## config.mk

```make
export PLATFORM = sky130hd
export DESIGN_NAME = sr_latch_driver
export DESIGN_NICKNAME = d
export VERILOG_FILES = /design/src/rtl/sr_drv_pkg.sv /design/src/rtl/sr_fb_sync.sv /design/src/rtl/sr_latch_driver.sv
export SDC_FILE = /design/constraint.sdc
export NUM_CORES = 1
export LEC_CHECK = 0
export ABC_CLOCK_PERIOD_IN_PS = 2200
export CORE_MARGIN = 2
export CORE_UTILIZATION = 35
export DETAILED_ROUTE_END_ITERATION = 10
export GPL_ROUTABILITY_DRIVEN = 0
export HOLD_SLACK_MARGIN = 0.02
export MAX_ROUTING_LAYER = met4
export PLACE_DENSITY = 0.71
export SYNTH_ARGS = -nofsm -noshare
export SYNTH_HDL_FRONTEND = slang
export SYNTH_SLANG_ARGS = --single-unit
```

## constraint.sdc

```tcl
create_clock -name clk -period 2.2 [get_ports clk]
set_input_delay 0.66 -clock clk [delete_from_list [all_inputs] [get_ports clk]]
set_output_delay 0.66 -clock clk [all_outputs]
set_load 0.02 [all_outputs]
```

## src/rtl/sr_drv_pkg.sv

```systemverilog
// Shared definitions for the SR latch command driver: FSM encoding,
// operation codes and the error-counter width with its saturating step.
package sr_drv_pkg;

    typedef enum logic [1:0] {
        IDLE  = 2'd0,
        PULSE = 2'd1,
        GAP   = 2'd2,
        CHECK = 2'd3
    } state_t;

    localparam logic OP_SET = 1'b1;
    localparam logic OP_CLR = 1'b0;

    localparam int ERRCNT_W = 8;
    localparam logic [ERRCNT_W-1:0] ERRCNT_MAX = '1;

    // Saturating increment: holds at all-ones instead of wrapping to zero.
    function automatic logic [ERRCNT_W-1:0] errcnt_sat_inc(input logic [ERRCNT_W-1:0] cnt);
        logic [ERRCNT_W-1:0] nxt;
        nxt = (cnt == ERRCNT_MAX) ? cnt : cnt + ERRCNT_W'(1);
        return nxt;
    endfunction

endpackage

```

## src/rtl/sr_fb_sync.sv

```systemverilog
// Two-flop synchronizer for one asynchronous latch feedback bit.
// Both flops clear to 0 on the synchronous active-high reset.
module sr_fb_sync (
    input  logic clk,
    input  logic reset,
    input  logic d_i,
    output logic q_o
);

    logic meta_q;
    logic sync_q;

    // First flop may go metastable; second flop gives it a full cycle to settle.
    always_ff @(posedge clk) begin
        if (reset) begin
            meta_q <= 1'b0;
            sync_q <= 1'b0;
        end else begin
            meta_q <= d_i;
            sync_q <= meta_q;
        end
    end

    assign q_o = sync_q;

endmodule

```

## src/rtl/sr_latch_driver.sv

```systemverilog
// Command-side driver for a cross-coupled NAND SR latch (active-low inputs).
// Accepts set/clear commands over valid/ready, emits a registered,
// never-overlapping active-low pulse on sbar or rbar, waits a gap, then
// checks the synchronized Q/Qbar feedback and reports done/err.
// Optional build macro SR_DRV_ERRCNT_EN enables the saturating error counter;
// without it err_cnt is a constant 0 and the port list is unchanged.
module sr_latch_driver
    import sr_drv_pkg::*;
#(
    parameter int PULSE_CYC   = 2,
    parameter int GAP_CYC     = 1,
    parameter int TIMEOUT_CYC = 4,
    parameter int CNT_W       = 4
) (
    input  logic                clk,
    input  logic                reset,
    input  logic                cmd_valid,
    output logic                cmd_ready,
    input  logic                cmd_op,
    output logic                sbar,
    output logic                rbar,
    input  logic                q_fb,
    input  logic                qbar_fb,
    output logic                busy,
    output logic                done,
    output logic                err,
    output logic                latch_state,
    output logic [ERRCNT_W-1:0] err_cnt
);

    // Phase counters count down to zero, so each phase loads its length minus one.
    localparam logic [CNT_W-1:0] PULSE_LAST   = CNT_W'(PULSE_CYC - 1);
    localparam logic [CNT_W-1:0] GAP_LAST     = CNT_W'(GAP_CYC - 1);
    localparam logic [CNT_W-1:0] TIMEOUT_LAST = CNT_W'(TIMEOUT_CYC - 1);

    state_t           state_q, state_d;
    logic [CNT_W-1:0] cnt_q, cnt_d;
    logic             exp_op_q, exp_op_d;
    logic             finish_d;
    logic             finish_err_d;

    logic             q_sync;
    logic             qbar_sync;

    logic             sbar_q, sbar_d;
    logic             rbar_q, rbar_d;
    logic             cmd_ready_q, cmd_ready_d;
    logic             busy_q, busy_d;
    logic             done_q, done_d;
    logic             err_q, err_d;
    logic             latch_state_q, latch_state_d;

    sr_fb_sync u_sync_q (
        .clk   (clk),
        .reset (reset),
        .d_i   (q_fb),
        .q_o   (q_sync)
    );

    sr_fb_sync u_sync_qbar (
        .clk   (clk),
        .reset (reset),
        .d_i   (qbar_fb),
        .q_o   (qbar_sync)
    );

    // FSM state, phase counter and the operation captured at accept.
    always_ff @(posedge clk) begin
        if (reset) begin
            state_q  <= IDLE;
            cnt_q    <= '0;
            exp_op_q <= OP_CLR;
        end else begin
            state_q  <= state_d;
            cnt_q    <= cnt_d;
            exp_op_q <= exp_op_d;
        end
    end

    // Next-state logic: sequence PULSE -> GAP -> CHECK and judge the readback.
    always_comb begin
        state_d      = state_q;
        cnt_d        = cnt_q;
        exp_op_d     = exp_op_q;
        finish_d     = 1'b0;
        finish_err_d = 1'b0;
        unique case (state_q)
            IDLE: begin
                if (cmd_valid && cmd_ready_q) begin
                    state_d  = PULSE;
                    exp_op_d = cmd_op;
                    cnt_d    = PULSE_LAST;
                end
            end
            PULSE: begin
                if (cnt_q == '0) begin
                    state_d = GAP;
                    cnt_d   = GAP_LAST;
                end else begin
                    cnt_d = cnt_q - CNT_W'(1);
                end
            end
            GAP: begin
                if (cnt_q == '0) begin
                    state_d = CHECK;
                    cnt_d   = TIMEOUT_LAST;
                end else begin
                    cnt_d = cnt_q - CNT_W'(1);
                end
            end
            CHECK: begin
                if (q_sync == qbar_sync) begin
                    // Both rails equal is never a legal latch state: fail at once.
                    state_d      = IDLE;
                    finish_d     = 1'b1;
                    finish_err_d = 1'b1;
                end else if (q_sync == exp_op_q) begin
                    state_d  = IDLE;
                    finish_d = 1'b1;
                end else if (cnt_q == '0) begin
                    state_d      = IDLE;
                    finish_d     = 1'b1;
                    finish_err_d = 1'b1;
                end else begin
                    cnt_d = cnt_q - CNT_W'(1);
                end
            end
            default: begin
                state_d = IDLE;
            end
        endcase
    end

    // Output next values derived from the next state so every output is a flop.
    // Only one of sbar/rbar can be selected by the single exp_op bit, so they never overlap.
    always_comb begin
        sbar_d        = ~((state_d == PULSE) && (exp_op_d == OP_SET));
        rbar_d        = ~((state_d == PULSE) && (exp_op_d == OP_CLR));
        cmd_ready_d   = (state_d == IDLE);
        busy_d        = (state_d != IDLE);
        done_d        = finish_d;
        err_d         = finish_err_d;
        latch_state_d = latch_state_q;
        if (finish_d && !finish_err_d) begin
            latch_state_d = exp_op_q;
        end
    end

    // Registered outputs; reset drives both latch inputs inactive.
    always_ff @(posedge clk) begin
        if (reset) begin
            sbar_q        <= 1'b1;
            rbar_q        <= 1'b1;
            cmd_ready_q   <= 1'b1;
            busy_q        <= 1'b0;
            done_q        <= 1'b0;
            err_q         <= 1'b0;
            latch_state_q <= 1'b0;
        end else begin
            sbar_q        <= sbar_d;
            rbar_q        <= rbar_d;
            cmd_ready_q   <= cmd_ready_d;
            busy_q        <= busy_d;
            done_q        <= done_d;
            err_q         <= err_d;
            latch_state_q <= latch_state_d;
        end
    end

`ifdef SR_DRV_ERRCNT_EN
    logic [ERRCNT_W-1:0] err_cnt_q;

    // Count failed completions, updating on the same edge that raises done/err.
    always_ff @(posedge clk) begin
        if (reset) begin
            err_cnt_q <= '0;
        end else if (finish_d && finish_err_d) begin
            err_cnt_q <= errcnt_sat_inc(err_cnt_q);
        end
    end

    assign err_cnt = err_cnt_q;
`else
    assign err_cnt = '0;
`endif

    assign sbar        = sbar_q;
    assign rbar        = rbar_q;
    assign cmd_ready   = cmd_ready_q;
    assign busy        = busy_q;
    assign done        = done_q;
    assign err         = err_q;
    assign latch_state = latch_state_q;

endmodule
```

==> reports/results.txt, run 1 <==
Cell Area, Synth -> 852 um^2
Power Dens Cells -> 1240 nW/um^2
DR WL/cell -> 11.1 um
fin crit share -> 88.0%
CTS Root Cell -> clkbuf_4
CP max stage delay -> 0.61 ns
clk slew on worst S/H paths -> 0.10 ns
async set-reset flop share out of synthesis -> 0%
Seq cells post-synth -> 18
initial cell density of the core -> 37.8%
largest family of logic cells by synthesized area -> simple AND/OR/NAND/NOR gates
Core ar. -> 2250 um^2
hold_buf cts -> 0
Worst EP arrival -> 1.28 ns
Fin. Hold Viols -> 0
Psw -> 0.000508 W
Die X -> 53.3 um
FF/Latch Area -> 360 um^2
wirelength, routed -> 1540 um
Clock power frac -> 16.8%
post-cts sizing count -> 0
Setup Skew -> 0.00194 ns
Max VDD drop -> 0.663 mV
reg-to-reg endpoint -> cnt_q[1]$_SDFFE_PP0P_
clk buf depth -> 2
clock sink count -> 18
unique cell type count in the Yosys netlist -> 36
Worst Path Buf+Inv -> 1
I/O Buffers -> 12
Synth area leaders -> dfxtp_1 42%, buf_4 7.0%, nor2_1 4.4%
Pleak -> 0.392 nW
largest net degree at the start of global routing -> 15
initial antenna violation count -> 0
DP HPWL -> 1130 um
setup bufs post-CTS -> 0
drt drc -> 0
vias in the first global route -> 552
synthesis-to-layout area growth -> 17.9%
Critical Path RT -> 1.54 ns
CTS tree -> built
max_cap viols -> 0
antenna cells -> 0
global-route wire length before repair -> 2330 um
simple-gate share of the synthesized area -> 23.9%
worst setup path start -> cmd_ready$_SDFF_PP1_
top_reg_cell synth -> dfxtp_1
Slowest-stage cell, CP -> clkdlybuf4s50_1
post-synthesis sequential area ratio -> 42.3%
combinational power share -> 44.0%
cell taking the most area after synthesis -> dfxtp_1
mux cell area share after synthesis -> 2.50%
CTS Buf Count -> 3
final instance area -> 1000 um^2
Crit Path Max Fanout -> 3
crit-path cells -> clkdlybuf4s50_1
complex-gate fraction of the synthesized area -> 16.2%
Ys Warns -> 0
post-route minimum period -> 1.94 ns
Internal Power -> 0.000738 W
achievable clock frequency -> 0.516 GHz
GRT overflow -> 0
Hold Crit Class -> reg -> reg
Post-Synth XOR/XNOR Area -> 2.06%
top cell type's share of synthesized area -> 42.3%
status -> finished clean
die area -> 2850 um^2
worst reg2reg path depth -> 7
TritonRoute pass-1 iters -> 4
Crit path max-delay family -> buffers and inverters
Fillers -> 232
Final Hold Slack -> 0.447 ns
RSZ-0062 raised after global routing -> no
Site Rows -> 17
Placed Area -> 968 um^2
Post-synth top cells -> 18 x dfxtp_1, 10 x nor2_1, 8 x buf_4, 8 x nand2_1, 6 x a21oi_1
die height -> 53.3 um
gr usage total -> 12.1%
IO Pins -> 21
worst r2r src -> cnt_q[0]$_SDFFE_PP0P_
Slew Limit Fails -> 0
CP Class -> reg -> out
most common cell in the netlist -> dfxtp_1
Mapped Cells -> 98
Seq pwr share -> 39.2%
Post-Syn Area per Cell -> 8.69 um^2
stages on the worst setup path -> 1
layout cells sized above 1 -> 11.7%
H-tree depth -> 1
setup TNS -> 0 ns
CP Launch Type -> flop
Via density -> 4.96
Critical Path End -> cmd_ready
Final #Nets -> 119
Synth Area in Adders -> 1.47%
via count -> 689
EDFF count, synth -> 0
1st-iter DRT viols -> 16
CP Capture Type -> output pin
switching share of power -> 40.8%
worst skew pair latency -> 0.30 ns
area occupied by multi-input gates -> 423 um^2
post-route ant nets -> 0
reg-to-reg slack, setup -> 0.40 ns
final setup vio count -> 0
-- layout by cell type, fill, tap and decap left out, types with 2 or more instances in the layout --
cell type         n
o21ai_0           2
a21oi_1           6
nand2_1           8
nor2b_1           4
nor3_1            3
a211oi_1          4
dfxtp_1          18
clkdlybuf4s50_1  12
nor2_1           10
nand3_1           2
clkbuf_4          3
inv_1             5
conb_1            8
o21ai_1           3
-- per-layer routing --
layer | vias up | GRT usage [%] | part of all wire (%)
met1 | 314 | 14.1 | 43
met5 | - | - | 0
met4 | 0 | 10.3 | 3.2
met2 | 28 | 18.3 | 48
li1 | 342 | - | -
met3 | 5 | 1.69 | 5.8
-- worst min-delay path by stage --
stage	start	endpoint	slack [ns]	cells after the start
6_report	u_sync_qbar.meta_q$_SDFF_PP0_	u_sync_qbar.q_o$_SDFF_PP0_	0.45	1
5_1_grt	u_sync_q.meta_q$_SDFF_PP0_	u_sync_q.q_o$_SDFF_PP0_	0.46	1
4_1_cts	u_sync_qbar.meta_q$_SDFF_PP0_	u_sync_qbar.q_o$_SDFF_PP0_	0.45	1
3_5_place_dp	u_sync_qbar.meta_q$_SDFF_PP0_	u_sync_qbar.q_o$_SDFF_PP0_	0.42	1
3_3_place_gp	u_sync_q.meta_q$_SDFF_PP0_	u_sync_q.q_o$_SDFF_PP0_	0.42	1
2_1_floorplan	u_sync_q.meta_q$_SDFF_PP0_	u_sync_q.q_o$_SDFF_PP0_	0.41	1
-- flip-flops by register name, indices dropped and copies added, names as in the netlist --
signal,count
cnt_q,4
state_q,2
busy,1
cmd_ready,1
done,1
err,1
exp_op_q,1
latch_state,1
rbar,1
sbar,1
u_sync_q.meta_q,1
u_sync_q.q_o,1
u_sync_qbar.meta_q,1
u_sync_qbar.q_o,1
-- logic make-up after synthesis --
kind of cell	Yosys count
AND/OR/NAND/NOR	37
adder cells (fa/ha/maj)	1
flip-flops	18
multiplexers	2
XOR/XNOR	2
AO/OA/AOI/OAI	20
buffers and inverters	17
other	1
-- power by group through the flow --
stage / sequential, W / combinational (W) / clock (W)
finish: 0.000488 / 0.000548 / 0.000210
global route: 0.000499 / 0.000611 / 0.000222
CTS: 0.000486 / 0.000549 / 0.000214
detailed placement: 0.000492 / 0.000541 / 0
global placement: 0.000492 / 0.000535 / 0
floorplan: 0.000477 / 0.000431 / 0
-- per-stage QoR --
stage,total power (W),worst slack (ns),std cells,util [%]
floorplan,0.000908,0.680,105,-
global placement,0.00103,0.224,135,43.0
detailed placement,0.00103,0.178,135,43.0
CTS,0.00125,0.252,139,44.6
global route,0.00133,0.215,139,44.6
finish,0.00125,0.263,139,44.6
-- cell type report --
type                            count  share of cell area (%)
Multi-Input combinational cell     70                    42.1
Sequential cell                    18                    35.9
Inverter                            6                    2.24
Timing Repair Buffer               13                    12.7
Clock buffer                        4                    3.61
Tap cell                           28                    3.49
No activity file was read; power rests on OpenSTA's default activity.
==> inputs of run 2 (changes only) <==
--- a/config.mk
+++ b/config.mk
@@ -5,14 +5,14 @@
 export SDC_FILE = /design/constraint.sdc
 export NUM_CORES = 1
 export LEC_CHECK = 0
-export ABC_CLOCK_PERIOD_IN_PS = 2200
+export ABC_CLOCK_PERIOD_IN_PS = 1700
 export CORE_MARGIN = 2
 export CORE_UTILIZATION = 35
 export DETAILED_ROUTE_END_ITERATION = 10
 export GPL_ROUTABILITY_DRIVEN = 0
 export HOLD_SLACK_MARGIN = 0.02
 export MAX_ROUTING_LAYER = met4
-export PLACE_DENSITY = 0.71
+export PLACE_DENSITY = 0.73
 export SYNTH_ARGS = -nofsm -noshare
 export SYNTH_HDL_FRONTEND = slang
 export SYNTH_SLANG_ARGS = --single-unit
==> constraint.sdc (replaced) <==
create_clock -name clk -period 1.7 [get_ports clk]
set_input_delay 0.51 -clock clk [delete_from_list [all_inputs] [get_ports clk]]
set_output_delay 0.51 -clock clk [all_outputs]
set_load 0.02 [all_outputs]
==> reports/results.txt, run 2 (same netlist as run 1, synthesis figures left out) <==
Fin. Hold Viols -> 0 (unchanged)
Setup Skew -> 0.00359 ns (+0.00165 ns)
worst reg2reg path depth -> 7 (unchanged)
Site Rows -> 17 (unchanged)
Die X -> 53.3 um (unchanged)
I/O Buffers -> 12 (unchanged)
max_cap viols -> 0 (unchanged)
fin crit share -> 92.9%
TritonRoute pass-1 iters -> 4 (unchanged)
Top Registers -> cnt_q x4, state_q x2
Biggest register -> cnt_q
Slew Limit Fails -> 0 (unchanged)
layout cells sized above 1 -> 18.4% (+6.7 points)
gr usage total -> 13.9% (+1.8 points)
clk slew on worst S/H paths -> 0.10 ns (about the same)
Pleak -> 0.419 nW (+6.8%)
vias in the first global route -> 661 (+20%)
1st-iter DRT viols -> 10 (-6)
final setup vio count -> 0 (unchanged)
worst skew pair latency -> 0.28 ns (-0.02 ns)
clock sink count -> 18 (unchanged)
commonest non-fill, non-tap cells in the layout -> 16 x dfxtp_1, 10 x nor2_1, 8 x nand2_1, 8 x conb_1, 7 x dlygate4sd2_1
status -> finished clean
H-tree depth -> 1 (unchanged)
die area -> 2850 um^2 (unchanged)
post-route ant nets -> 0 (unchanged)
Core ar. -> 2250 um^2 (unchanged)
CTS Root Cell -> clkbuf_4
CP Class -> reg -> reg
synthesis-to-layout area growth -> 21.0%
initial cell density of the core -> 37.8% (unchanged)
via count -> 679 (-1.5%)
drt drc -> 0 (unchanged)
initial antenna violation count -> 0 (unchanged)
achievable clock frequency -> 0.633 GHz
Hold Crit Class -> reg -> reg
Power Dens Cells -> 1590 nW/um^2 (+28%)
GRT overflow -> 0 (unchanged)
clk buf depth -> 2 (unchanged)
Final #Nets -> 123 (+3.4%)
Worst Hold Path Cells -> 1 (unchanged)
Worst EP arrival -> 1.76 ns (+0.48 ns)
post-route minimum period -> 1.58 ns
Critical Path RT -> 1.88 ns (+0.34 ns)
Crit Path Max Fanout -> 5 (+2)
IO Pins -> 21 (unchanged)
largest net degree at the start of global routing -> 15 (unchanged)
Via density -> 4.78 (-3.5%)
hold_buf cts -> 0 (unchanged)
wirelength, routed -> 1520 um (-1.2%)
setup bufs post-CTS -> 0 (unchanged)
commonest non-fill, non-tap cell in the layout -> dfxtp_1
setup TNS -> 0 ns (unchanged)
antenna cells -> 0 (unchanged)
CTS Buf Count -> 3 (unchanged)
die height -> 53.3 um (unchanged)
total power -> 0.00164 W (+32%)
DR WL/cell -> 10.7 um (-3.3%)
DP HPWL -> 1150 um (+2.0%)
Max VDD drop -> 0.965 mV (+46%)
global-route wire length before repair -> 2750 um (+18%)
CTS tree -> built
Largest register FFs -> 4 (unchanged)
CP Launch Type -> flop
CP Capture Type -> flop
RSZ-0062 raised after global routing -> no
-- run 2: cell types whose count changed in the layout (fill, tap and decap cells not counted), moves of 2 or more --
| cell | change |
|---|---|
| buf_4 | +4 |
| clkdlybuf4s50_1 | -7 |
| dfxtp_1 | -2 |
| dfxtp_2 | +2 |
| dlygate4sd2_1 | +7 |
-- run 2: cell type report --
cell class	instances	area, um^2
repair buffers	17	149
fillers	249	1220
clock buffers	3	22.5
multi-input cells	70	439
flip-flops and latches	18	363
inverters	6	22.5
well taps	28	35.0
-- run 2: stage by stage --
step / hold slack [ns] / utilization (%) / setup slack [ns] / area [um^2] / std cells
after floorplan: 0.414 / - / 0.180 / 878 / 105
after global placement: 0.419 / 44.3 / -0.136 / 998 / 139
after detailed placement: 0.424 / 44.3 / -0.143 / 998 / 139
after CTS: 0.447 / 44.9 / 0.0193 / 1010 / 142
after global routing: 0.471 / 45.7 / 0.0151 / 1030 / 142
final: 0.446 / 45.7 / 0.121 / 1030 / 142
-- run 2: worst max-delay path, stage by stage, from the launching register on --
cell and delay, ns:
dfxtp_2 0.35, inv_1 0.08, ha_2 0.21, or3b_4 0.42
nand2_1 0.12, nor2_1 0.05, a211oi_1 0.18, a211oi_1 0.07
-- run 2: metal layers --
metal,global-route usage [%],up-vias,part of all wire [%]
met1,17.1,303,49
met2,20.8,22,44
met3,2.54,2,5.0
li1,-,352,-
met5,-,-,0
met4,8.97,0,1.5
-- run 2: worst paths after layout --
| path | endpoint | slack (ns) | startpoint |
|---|---|---|---|
| setup reg to reg | cnt_q[1]$_SDFFE_PP0P_ | 0.12 | cnt_q[0]$_SDFFE_PP0P_ |
| hold reg to reg | u_sync_qbar.q_o$_SDFF_PP0_ | 0.45 | u_sync_qbar.meta_q$_SDFF_PP0_ |
| setup / recovery | cnt_q[1]$_SDFFE_PP0P_ | 0.12 | cnt_q[0]$_SDFFE_PP0P_ |
| hold / removal | u_sync_qbar.q_o$_SDFF_PP0_ | 0.45 | u_sync_qbar.meta_q$_SDFF_PP0_ |
-- run 2: where the power goes --
part	internal (W)	switching (W)	leakage, nW	total [W]
registers	0.000519	0.000105	0.148	0.000624
clock network	0.0000822	0.000123	0.0138	0.000205
logic	0.000381	0.000431	0.257	0.000812
total	0.000982	0.000658	0.419	0.00164
-- run 2: repair_timing --
item                                    4_1_cts  5_1_grt
gates resized for setup                       7        6
endpoints found under the setup margin        7        5
pin swaps                                     0        1
